`src/rtl/imm_pkg.sv`:
```
// Shared constants for the immediate generator: format select encodings and
// the datapath widths the generator supports.
package imm_pkg;

    localparam int SRC_W = 3;

    localparam logic [SRC_W-1:0] SRC_NONE  = 3'd0;
    localparam logic [SRC_W-1:0] SRC_I     = 3'd1;
    localparam logic [SRC_W-1:0] SRC_S     = 3'd2;
    localparam logic [SRC_W-1:0] SRC_B     = 3'd3;
    localparam logic [SRC_W-1:0] SRC_U     = 3'd4;
    localparam logic [SRC_W-1:0] SRC_J     = 3'd5;
    localparam logic [SRC_W-1:0] SRC_SHAMT = 3'd6;
    localparam logic [SRC_W-1:0] SRC_ZIMM  = 3'd7;

    // Only these two datapath widths are meaningful for the generator.
    localparam int XLEN_RV32 = 32;
    localparam int XLEN_RV64 = 64;

endpackage

```
`src/rtl/imm_format.sv`:
```
// Combinational immediate extractor: instruction bits [31:7] plus a format
// select give an XLEN-wide immediate and an "illegal for this XLEN" flag.
module imm_format
    import imm_pkg::*;
#(
    parameter int XLEN = 32
) (
    input  logic [24:0]      instr_i,
    input  logic [SRC_W-1:0] src_i,
    output logic [XLEN-1:0]  imm_o,
    output logic             err_o
);

    localparam bit RV64 = (XLEN == XLEN_RV64);

    // instr_i[k] holds instruction bit k+7, so bit 31 is instr_i[24].
    logic        sgn;
    logic [31:0] v32;
    logic        zext;

    assign sgn = instr_i[24];

    always_comb begin
        v32   = '0;
        zext  = 1'b0;
        err_o = 1'b0;
        case (src_i)
            SRC_NONE:  v32 = '0;
            SRC_I:     v32 = {{20{sgn}}, instr_i[24:13]};
            SRC_S:     v32 = {{20{sgn}}, instr_i[24:18], instr_i[4:0]};
            SRC_B:     v32 = {{19{sgn}}, sgn, instr_i[0], instr_i[23:18],
                              instr_i[4:1], 1'b0};
            SRC_U:     v32 = {instr_i[24:5], 12'b0};
            SRC_J:     v32 = {{11{sgn}}, sgn, instr_i[12:5], instr_i[13],
                              instr_i[23:14], 1'b0};
            SRC_SHAMT: begin
                zext = 1'b1;
                if (RV64) begin
                    v32 = {26'b0, instr_i[18:13]};
                end else if (instr_i[18]) begin
                    err_o = 1'b1;
                end else begin
                    v32 = {27'b0, instr_i[17:13]};
                end
            end
            SRC_ZIMM: begin
                zext = 1'b1;
                v32  = {27'b0, instr_i[12:8]};
            end
            default:   v32 = '0;
        endcase
    end

    // v32 already carries the 32-bit sign extension; widen to XLEN here.
    assign imm_o = zext ? XLEN'(v32) : XLEN'($signed(v32));

endmodule

```
`src/rtl/imm_gen_stage.sv`:
```
// Registered immediate generator between IF_ID and ID_EX with valid/ready
// handshakes. Define IMM_GEN_SKID_EN for a 2-entry skid buffer with registered in_ready.
module imm_gen_stage #(
    parameter int XLEN  = 32,
    parameter int SRC_W = 3
) (
    input  logic             clk,
    input  logic             rst,
    input  logic             flush,
    input  logic             in_valid,
    output logic             in_ready,
    input  logic [24:0]      in_instr,
    input  logic [SRC_W-1:0] in_src,
    output logic             out_valid,
    input  logic             out_ready,
    output logic [XLEN-1:0]  out_imm,
    output logic             out_err
);

    // Handshake: a beat moves on a port in any cycle where valid and ready are
    // both high; once offered, out_imm/out_err hold until out_ready is seen.
    logic [XLEN-1:0] fmt_imm;
    logic            fmt_err;

    imm_format #(.XLEN(XLEN)) u_fmt (
        .instr_i (in_instr),
        .src_i   (in_src),
        .imm_o   (fmt_imm),
        .err_o   (fmt_err)
    );

    logic            accept;
    logic            pop;
    logic            main_valid_q, main_valid_d;
    logic [XLEN-1:0] main_imm_q,   main_imm_d;
    logic            main_err_q,   main_err_d;

    assign accept = in_valid && in_ready && !flush;
    assign pop    = main_valid_q && out_ready;

`ifdef IMM_GEN_SKID_EN
    logic            skid_valid_q, skid_valid_d;
    logic [XLEN-1:0] skid_imm_q,   skid_imm_d;
    logic            skid_err_q,   skid_err_d;
    logic            in_ready_q;

    // in_ready_q mirrors an empty skid slot one cycle late, so it never
    // depends on out_ready within a cycle.
    assign in_ready = in_ready_q && !rst;

    always_comb begin
        main_valid_d = main_valid_q;
        main_imm_d   = main_imm_q;
        main_err_d   = main_err_q;
        skid_valid_d = skid_valid_q;
        skid_imm_d   = skid_imm_q;
        skid_err_d   = skid_err_q;
        if (flush) begin
            main_valid_d = 1'b0;
            skid_valid_d = 1'b0;
        end else if (!main_valid_q || pop) begin
            if (skid_valid_q) begin
                main_valid_d = 1'b1;
                main_imm_d   = skid_imm_q;
                main_err_d   = skid_err_q;
                skid_valid_d = 1'b0;
            end else begin
                main_valid_d = accept;
                if (accept) begin
                    main_imm_d = fmt_imm;
                    main_err_d = fmt_err;
                end
            end
        end else if (accept) begin
            skid_valid_d = 1'b1;
            skid_imm_d   = fmt_imm;
            skid_err_d   = fmt_err;
        end
    end

    always_ff @(posedge clk) begin
        if (rst) begin
            main_valid_q <= 1'b0;
            main_imm_q   <= '0;
            main_err_q   <= 1'b0;
            skid_valid_q <= 1'b0;
            skid_imm_q   <= '0;
            skid_err_q   <= 1'b0;
            in_ready_q   <= 1'b1;
        end else begin
            main_valid_q <= main_valid_d;
            main_imm_q   <= main_imm_d;
            main_err_q   <= main_err_d;
            skid_valid_q <= skid_valid_d;
            skid_imm_q   <= skid_imm_d;
            skid_err_q   <= skid_err_d;
            in_ready_q   <= !skid_valid_d;
        end
    end
`else
    assign in_ready = !rst && (!main_valid_q || out_ready);

    always_comb begin
        main_valid_d = main_valid_q;
        main_imm_d   = main_imm_q;
        main_err_d   = main_err_q;
        if (flush) begin
            main_valid_d = 1'b0;
        end else if (!main_valid_q || pop) begin
            main_valid_d = accept;
            if (accept) begin
                main_imm_d = fmt_imm;
                main_err_d = fmt_err;
            end
        end
    end

    always_ff @(posedge clk) begin
        if (rst) begin
            main_valid_q <= 1'b0;
            main_imm_q   <= '0;
            main_err_q   <= 1'b0;
        end else begin
            main_valid_q <= main_valid_d;
            main_imm_q   <= main_imm_d;
            main_err_q   <= main_err_d;
        end
    end
`endif

    // Idle outputs read as zero so ID_EX never sees a stale immediate.
    assign out_valid = main_valid_q;
    assign out_imm   = main_valid_q ? main_imm_q : '0;
    assign out_err   = main_valid_q && main_err_q;

endmodule
```
`config.mk`:
```
export PLATFORM = sky130hd
export DESIGN_NAME = imm_gen_stage
export DESIGN_NICKNAME = d
export VERILOG_FILES = /design/src/rtl/imm_pkg.sv /design/src/rtl/imm_format.sv /design/src/rtl/imm_gen_stage.sv
export SDC_FILE = /design/constraint.sdc
export NUM_CORES = 1
export LEC_CHECK = 0
export BUFFER_PORTS_ARGS = -buffer_cell sky130_fd_sc_hd__clkbuf_2
export CELL_PAD_IN_SITES_DETAIL_PLACEMENT = 0
export CELL_PAD_IN_SITES_GLOBAL_PLACEMENT = 1
export CORE_MARGIN = 2
export CORE_UTILIZATION = 40
export CTS_CLUSTER_SIZE = 25
export DETAILED_ROUTE_END_ITERATION = 10
export MAX_ROUTING_LAYER = met4
export PLACE_DENSITY_LB_ADDON = 0.1
export SYNTH_ARGS = -nofsm -noshare
export SYNTH_HDL_FRONTEND = slang
export SYNTH_HIERARCHICAL = 1
export SYNTH_SLANG_ARGS = --single-unit
```
`constraint.sdc`:
```
create_clock -name clk -period 3.1 [get_ports clk]
set_input_delay 0.31 -clock clk [delete_from_list [all_inputs] [get_ports clk]]
set_output_delay 0.31 -clock clk [all_outputs]
set_load 0.005 [all_outputs]
```
==> results of run 1 <==
## cells in the mapped netlist (2+ instances only)
cell       n
a21o_1    12
a21oi_1   13
a221o_1    2
a22o_1     4
a32o_1     2
and2_1    39
and3_1     2
buf_2      2
buf_6     13
clkbuf_1  14
dfxtp_1   34
inv_1      3
nand2_1   35
nand3_1   34
nor2_1     3
nor2_2     2
nor2b_2    2
nor3b_1    2
o21ai_0   11
o311ai_0   4
o311ai_1  29
## area by class of cell
| type | count | area share |
|---|---|---|
| repair buffers | 69 | 0.139 |
| clock buffers | 6 | 0.0327 |
| clock inverters | 1 | 0.0119 |
| flip-flops and latches | 34 | 0.269 |
| inverters | 3 | 0.00446 |
| well taps | 70 | 0.0347 |
| multi-input cells | 207 | 0.508 |
## flip-flops by register name, indices dropped and copies added, names as in the netlist
| name | count |
|---|---|
| out_valid | 1 |
| main_err_q | 1 |
| main_imm_q | 32 |
## logic make-up (layout without fill, tap and decap cells)
kind of cell           after synthesis  count (layout)
muxes                                1               1
DFF                                 34              34
buffers and inverters               33              79
AOI/OAI and AO/OA                   79              79
and+or+nand+nor                    127             127
## final timing paths
path                       from       endpoint  slack, ps  cells past startpoint
setup / recovery      out_valid  main_imm_q[5]       1160                      3
hold / removal              rst      out_valid        250                      2
setup reg to reg      out_valid  main_imm_q[5]       1160                      3
hold reg to reg   main_imm_q[0]  main_imm_q[0]        460                      2
## metal layers
metal | vias up | wire length (um) | global-route usage
met5 | - | 0 | -
met2 | 49 | 2930 | 0.357
li1 | 1087 | - | -
met1 | 1029 | 2940 | 0.278
met3 | 8 | 252 | 0.0402
met4 | 0 | 79 | 0.0737
## power groups by stage
stage | registers [uW] | logic, uW | clock network [uW]
after floorplan | 468 | 115 | 0
after global placement | 471 | 158 | 0
after detailed placement | 471 | 158 | 0
after CTS | 461 | 159 | 434
after global routing | 463 | 177 | 449
final | 461 | 159 | 424
## through the flow
| stage | cell area, sq um | std cells |
|---|---|---|
| 2_1_floorplan | 2190 | 274 |
| 3_3_place_gp | 2410 | 383 |
| 3_5_place_dp | 2410 | 383 |
| 4_1_cts | 2530 | 390 |
| 5_1_grt | 2530 | 390 |
| 6_report | 2530 | 390 |
## critical path, cell delays in order (launching register included)
cell and delay, ps:
dfxtp_1 560, nand2b_1 780, nand3_1 380, nand2_1 80
==> reports/metrics.cfg, run 1 <==
[run_status]
status = complete, no violations

[finish]
syn_to_final_growth_pct = 15.2
seqCellArea_sq_um = 681
multi_input_area_sq_um = 1280
antenna_cells = 0
final_nets = 353
num-fill-cells = 576
final_common_cell = clkbuf_2
drive_gt1_frac = 0.263
final_util = 0.486
final_cell_mix = clkbuf_2 (67), and2_1 (39), nand2_1 (35), nand3_1 (34), dfxtp_1 (34)

[power]
power_density_nw_per_um2 = 413
p_leak_uw = 0.00130
pwr-share-comb = 0.152
p_int_uw = 769
finalPower_uw = 1040
clkPwrFrac = 0.406
peakVddDrop_v = 0.000203
swShare = 0.263
seqPwrFrac = 0.442
power.switching_uw = 275

[yosys]
postSynthAreaPerCell_sq_um = 8.00
synth_seq_area_share = 0.310
synth_top_area_cell = dfxtp_1
synth_nets = 307
yosys.area_share.simple = 0.311
syn-cell-area_sq_um = 2190
synth_flop_cell = dfxtp_1
synth_top_area_frac = 0.310
synth_fa_ha_area_frac = 0
yosys_warnings = 6
synth_compound_area_frac = 0.270
synthXorXnorAreaFrac = 0
synth_edf_count = 0
synth.distinct_cells = 33
async_flop_share = 0
ys_ff_latch = 34
syn_inst = 274
synth_top_family_by_area = simple AND/OR/NAND/NOR gates
synthMuxAreaShare = 0.00456
synth.area.top_cells = dfxtp_1 (31%), o311ai_1 (12%), and2_1 (11%), nand3_1 (7.8%), buf_6 (6.7%)

[clock_network]
worstSkewPairLatency_ps = 290
clkTransAtPathRegs_ps = 70
cts_tree = yes
hold_buffers = 0
cts_made_buffers = 5
ctsLongestPathBuffers = 2
postCtsSetupBuffers = 0
htree_levels = 2
clockRootBuffer = clkbuf_8
cts.repair.resized = 0
clock-sinks = 34

[route]
vias = 2173
via_per_inst = 5.57
wirelength_um = 6200
route.detailed.drc = 0
ant_nets = 0
routedWlPerCell_um = 15.9
drtPass1Iterations = 4
drt_iter0_markers = 100

[worst_setup_path]
end_kind = register
required_ps = 3270
startpoint_type = register
crit_type = reg2reg
cp_max_fo = 34
cp.arrival_ps = 2110

[placement]
numPortBuffers = 67
hpwl_um = 4040
gp_congestion = 0.811
dp_slack_ps = 1160

[floorplan]
io_pins = 68
die-area_sq_um = 6090
die_y_um = 78.1
fp.coreArea_sq_um = 5200
std_cell_rows = 26
die_w_um = 78.1
initial_core_util = 0.421

[timing]
fin_ws_ps = 1160
rsz0062_at_grt = false
period_needed_ps = 1940
timing.fmax_mhz = 515
skew_ps = 9.17
period_share = 0.626
holdWs_ps = 253
final_max_slew_viol_count = 0
final-setup-viol-count = 0
hold_violations = 0
max-slew-margin-rel = 0.126
worstMarginPinSlew_ps = 1310
tns_ps = 0

[global_routing]
grt_pass1_wl_um = 10700
overflow = 0
grt_pass1_vias = 2143
grt_start_max_net_pins = 36
grt_usage = 0.220
antenna_found_initial = 0

[flow_run]
cap_violations = 0

[hold_path]
holdCritPathClass = in2reg

No activity file was read; power rests on OpenSTA's default activity.
==> run 2: changes to the inputs <==
- CORE_UTILIZATION: 40 -> 33
- clock period: 3.1 -> 1.65 ns (I/O delays scaled with it)
==> run 2 against run 1 <==
Highest routed layer unchanged. Combinational power grew 96%. Total power up 71%. Via count is 1.2% lower. Critical path type is now reg2out. Core utilization decreased by 8.5 points. Hold slack got worse by 130 ps.
==> reports/metrics.cfg, run 2 (synthesized netlist as in run 1, its figures left out) <==
[placement]
numPortBuffers = 67  ; unchanged
hpwl_um = 4420  ; was 4040 um
gp_congestion = 0.867  ; was 0.811

[timing]
skew_ps = 5.57  ; was 9.17 ps
timing.fmax_mhz = 675
tns_ps = 0  ; unchanged
max-slew-margin-rel = 0.697  ; was 0.126
rsz0062_at_grt = false  ; unchanged
hold_violations = 0  ; unchanged
period_share = 0.898
final-setup-viol-count = 0  ; unchanged
final_max_slew_viol_count = 0  ; unchanged
worstMarginPinSlew_ps = 455  ; was 1310 ps
period_needed_ps = 1480

[clock_network]
postCtsSetupBuffers = 0  ; unchanged
htree_levels = 2  ; unchanged
ctsLongestPathBuffers = 2  ; unchanged
hold_buffers = 0  ; unchanged
cts_tree = yes  ; unchanged
cts_made_buffers = 5  ; unchanged
clkTransAtPathRegs_ps = 70  ; about the same
clockRootBuffer = clkbuf_8  ; unchanged
cts.repair.resized = 0  ; unchanged
clock-sinks = 34  ; unchanged
worstSkewPairLatency_ps = 280  ; was 290 ps

[floorplan]
die_w_um = 85.5  ; was 78.1 um
fp.coreArea_sq_um = 6390  ; was 5200 sq um
io_pins = 68  ; unchanged
std_cell_rows = 29  ; was 26
die-area_sq_um = 7310  ; was 6090 sq um
initial_core_util = 0.343  ; was 0.421
die_y_um = 85.5  ; was 78.1 um

[route]
ant_nets = 0  ; unchanged
drtPass1Iterations = 4  ; unchanged
drt_iter0_markers = 101  ; was 100
via_per_inst = 5.33  ; was 5.57
vias = 2147  ; was 2173
route.detailed.drc = 0  ; unchanged
routedWlPerCell_um = 16.0  ; was 15.9 um
wirelength_um = 6460  ; was 6200 um

[finish]
antenna_cells = 0  ; unchanged
syn_to_final_growth_pct = 16.7  ; was 15.2%
drive_gt1_frac = 0.276  ; was 0.263
largest_reg_flops = 32  ; unchanged
final_nets = 360  ; was 353
final_cell_mix = clkbuf_2 (67), and2_1 (39), nand2_1 (35), nand3_1 (34), dfxtp_1 (34)  ; unchanged
final_common_cell = clkbuf_2  ; unchanged
final_util = 0.401  ; was 0.486
regMostFlops = main_imm_q  ; unchanged

[hold_path]
holdCritPathClass = in2reg  ; unchanged

[worst_setup_path]
path_cells = and2b_4 > nor2_1 > clkbuf_2  ; was nand2b_1 > nand3_1 > nand2_1
cp_max_fo = 34  ; unchanged
end_kind = output pin  ; was register
cp.arrival_ps = 1320  ; was 2110 ps
startpoint_type = register  ; unchanged
worst_path_largest_cell_delay_ps = 460  ; was 780 ps
crit_family = simple AND/OR/NAND/NOR gates  ; unchanged
crit_type = reg2out  ; was reg2reg
worst_path_max_delay_cell = and2b_4  ; was nand2b_1
required_ps = 1480  ; was 3270 ps
crit_buf_inv = 1  ; was 0

[global_routing]
grt_pass1_vias = 1954  ; was 2143
grt_pass1_wl_um = 10400  ; was 10700 um
overflow = 0  ; unchanged
antenna_found_initial = 0  ; unchanged
grt_usage = 0.184  ; was 0.220
grt_start_max_net_pins = 35  ; was 36

[power]
peakVddDrop_v = 0.000347  ; was 0.000203 V
p_leak_uw = 0.00132  ; was 0.00130 uW
power_density_nw_per_um2 = 698  ; was 413 nW/um^2

[flow_run]
cap_violations = 0  ; unchanged

[run_status]
status = complete, no violations  ; unchanged

==> run 2: per-layer routing <==
metal	GRT usage	part of all wire	wire length [um]	up-vias
li1	-	-	-	1105
met1	0.251	0.48	3130	980
met2	0.286	0.46	2990	57
met3	0.0318	0.045	289	5
met4	0.0390	0.0073	47	0
met5	-	0	0	-
==> run 2: path summary, 6_finish.rpt <==
path                  startpoint             end  slack, ps  cells past startpoint
setup / recovery       out_valid        in_ready        170                      3
setup reg to reg       out_valid  main_imm_q[18]        470                      3
hold reg to reg   main_imm_q[30]  main_imm_q[30]        460                      2
hold / removal               rst       out_valid        120                      2
==> run 2: where the power goes <==
group          switching, uW  internal (uW)  leakage (uW)
clock                    288            322     0.0000431
combinational            190            121       0.00100
sequential              13.5            851      0.000276
==> run 2: final cells by class <==
type | count | area [sq um]
clock buffer | 6 | 82.6
fill | 719 | 3830
inverter | 3 | 11.3
multi-input combinational | 207 | 1280
sequential | 34 | 681
tap | 77 | 96.3
timing repair buffer | 76 | 403
==> run 2: through the flow <==
| step | power [uW] | area [sq um] | setup WS [ps] | hold slack (ps) | instances |
|---|---|---|---|---|---|
| floorplan | 1090 | 2190 | 571 | 238 | 274 |
| global placement | 1200 | 2480 | 289 | 419 | 397 |
| detailed placement | 1200 | 2480 | 266 | 419 | 397 |
| CTS | 1810 | 2560 | 154 | 119 | 403 |
| global route | 1880 | 2560 | 68.7 | 151 | 403 |
| finish | 1790 | 2560 | 169 | 121 | 403 |
==> run 3: changes to the inputs <==
- BUFFER_PORTS_ARGS: -buffer_cell sky130_fd_sc_hd__clkbuf_2 -> -buffer_cell sky130_fd_sc_hd__buf_4
- CTS_CLUSTER_SIZE: 25 -> unset
==> run 3 against run 2 <==
Highest routed layer unchanged. Largest power group unchanged. Cell count decreased by 0.74%. Routed wire length decreased by 1.9%. Largest cell class unchanged. Flip-flop and latch count unchanged. Total power increased by 1.4%. Hold slack got worse by 40 ps. Register-to-register slack improved by 20 ps. Die area unchanged.
==> reports/metrics.cfg, run 3 (synthesized netlist as in run 1, its figures left out) <==
[finish]
final_nets = 357  ; was 360
final_cell_mix = buf_4 (72), and2_1 (39), nand2_1 (35), nand3_1 (34), dfxtp_1 (34)  ; was clkbuf_2 (67), and2_1 (39), nand2_1 (35), nand3_1 (34), dfxtp_1 (34)
final_common_cell = buf_4  ; was clkbuf_2
syn_to_final_growth_pct = 23.8  ; was 16.7%
largest_reg_flops = 32  ; unchanged
finish.instance_area_sq_um = 2720  ; was 2560 sq um
seqCellArea_sq_um = 681  ; unchanged
regMostFlops = main_imm_q  ; unchanged
antenna_cells = 0  ; unchanged
multi_input_area_sq_um = 1280  ; unchanged
final_util = 0.425  ; was 0.401
num-fill-cells = 700  ; was 719
drive_gt1_frac = 0.269  ; was 0.276

[power]
peakVddDrop_v = 0.000252  ; was 0.000347 V
p_leak_uw = 0.00136  ; was 0.00132 uW
power_density_nw_per_um2 = 666  ; was 698 nW/um^2

[worst_setup_path]
cp_max_fo = 34  ; unchanged
worst_path_largest_cell_delay_ps = 450  ; was 460 ps
startpoint_type = register  ; unchanged
crit_type = reg2out  ; unchanged
required_ps = 1480  ; about the same
end_kind = output pin  ; unchanged
worst_path_max_delay_cell = and2b_4  ; unchanged
startpoint = out_valid  ; unchanged
cp.arrival_ps = 1320  ; about the same
path_cells = and2b_4 > nor2_1 > buf_4  ; was and2b_4 > nor2_1 > clkbuf_2
reg2reg_from = out_valid  ; unchanged

[clock_network]
clkTransAtPathRegs_ps = 70  ; about the same
cts.repair.resized = 0  ; unchanged
postCtsSetupBuffers = 0  ; unchanged
worstSkewPairLatency_ps = 280  ; about the same
hold_buffers = 0  ; unchanged
ctsLongestPathBuffers = 2  ; unchanged
htree_levels = 2  ; unchanged
clock-sinks = 34  ; unchanged
cts_made_buffers = 5  ; unchanged
cts_tree = yes  ; unchanged
clockRootBuffer = clkbuf_8  ; unchanged

[floorplan]
io_pins = 68  ; unchanged
std_cell_rows = 29  ; unchanged
die_y_um = 85.5  ; unchanged
die_w_um = 85.5  ; unchanged
initial_core_util = 0.343  ; unchanged
fp.coreArea_sq_um = 6390  ; unchanged
die-area_sq_um = 7310  ; unchanged

[global_routing]
grt_pass1_wl_um = 10700  ; was 10400 um
grt_start_max_net_pins = 36  ; was 35
grt_pass1_vias = 2116  ; was 1954
top_usage_layer = met2  ; unchanged
grt_use_met2 = 0.290  ; was 0.286
antenna_found_initial = 0  ; unchanged
grtUsageMet3 = 0.0337  ; was 0.0318
grt_usage = 0.185  ; was 0.184
overflow = 0  ; unchanged
grt_util_met1 = 0.248  ; was 0.251

[placement]
gp_congestion = 0.859  ; was 0.867
placed_cell_area_sq_um = 2630  ; was 2480 sq um
hpwl_um = 4340  ; was 4420 um
dp_slack_ps = 366  ; was 266 ps
numPortBuffers = 67  ; unchanged

[hold_path]
min_from = rst  ; unchanged
holdCritPathClass = in2reg  ; unchanged

[flow_run]
cap_violations = 0  ; unchanged

[route]
route.detailed.drc = 0  ; unchanged
ant_nets = 0  ; unchanged
drt_iter0_markers = 136  ; was 101
vias = 2156  ; was 2147
wirelength_um = 6340  ; was 6460 um
via_per_inst = 5.39  ; was 5.33
drtPass1Iterations = 4  ; unchanged
routedWlPerCell_um = 15.8  ; was 16.0 um

[timing]
fin_ws_ps = 163  ; was 169 ps
worstMarginPinSlew_ps = 434  ; was 455 ps
max-slew-margin-rel = 0.711  ; was 0.697
skew_ps = 4.40  ; was 5.57 ps
period_share = 0.901  ; was 0.898
hold_violations = 0  ; unchanged
tns_ps = 0  ; unchanged
final-setup-viol-count = 0  ; unchanged
timing.fmax_mhz = 672  ; was 675 MHz
period_needed_ps = 1490  ; was 1480 ps
final_max_slew_viol_count = 0  ; unchanged
rsz0062_at_grt = false  ; unchanged

[run_status]
status = complete, no violations  ; unchanged

## run 3: changes by cell type in the layout (fill, tap and decap cells not counted)
cell,before,now
clkbuf_2,67,0
buf_12,0,1
buf_4,9,72
## run 3: routing by layer
metal  wire, um  vias to the layer above
met3        267                        6
met5          0                        -
met1       3010                     1005
met2       3000                       50
li1           -                     1095
met4         62                        0
## run 3: path summary, 6_finish.rpt
path,end,slack [ps],cells past startpoint
setup reg to reg,main_err_q,490,3
hold / removal,out_valid,80,2
hold reg to reg,main_imm_q[2],460,2
setup / recovery,in_ready,160,3
## run 3: area by class of cell
type,instances,share of cell area
clock buffer,6,0.0304
inverter,3,0.00415
multi-input combinational,207,0.473
timing repair buffer,73,0.206
tap,77,0.0355
sequential,34,0.251
## run 3: worst max-delay path: cells and delay by family, from the launching register on
family / cells / cell delay, ps
and+or+nand+nor: 2 / 530
DFF: 1 / 370
buffers and inverters: 1 / 150
## run 3: power by group
group / switching [uW] / internal [uW] / total [uW]
sequential: 13.7 / 851 / 865
combinational: 186 / 145 / 331
clock: 292 / 322 / 614
total: 492 / 1320 / 1810
## run 3: through the flow
| stage | hold slack, ps | total power (uW) | instances |
|---|---|---|---|
| 2_1_floorplan | 238 | 1090 | 274 |
| 3_3_place_gp | 379 | 1220 | 394 |
| 3_5_place_dp | 382 | 1210 | 394 |
| 4_1_cts | 76.7 | 1830 | 400 |
| 5_1_grt | 86.5 | 1900 | 400 |
| 6_report | 81.0 | 1810 | 400 |
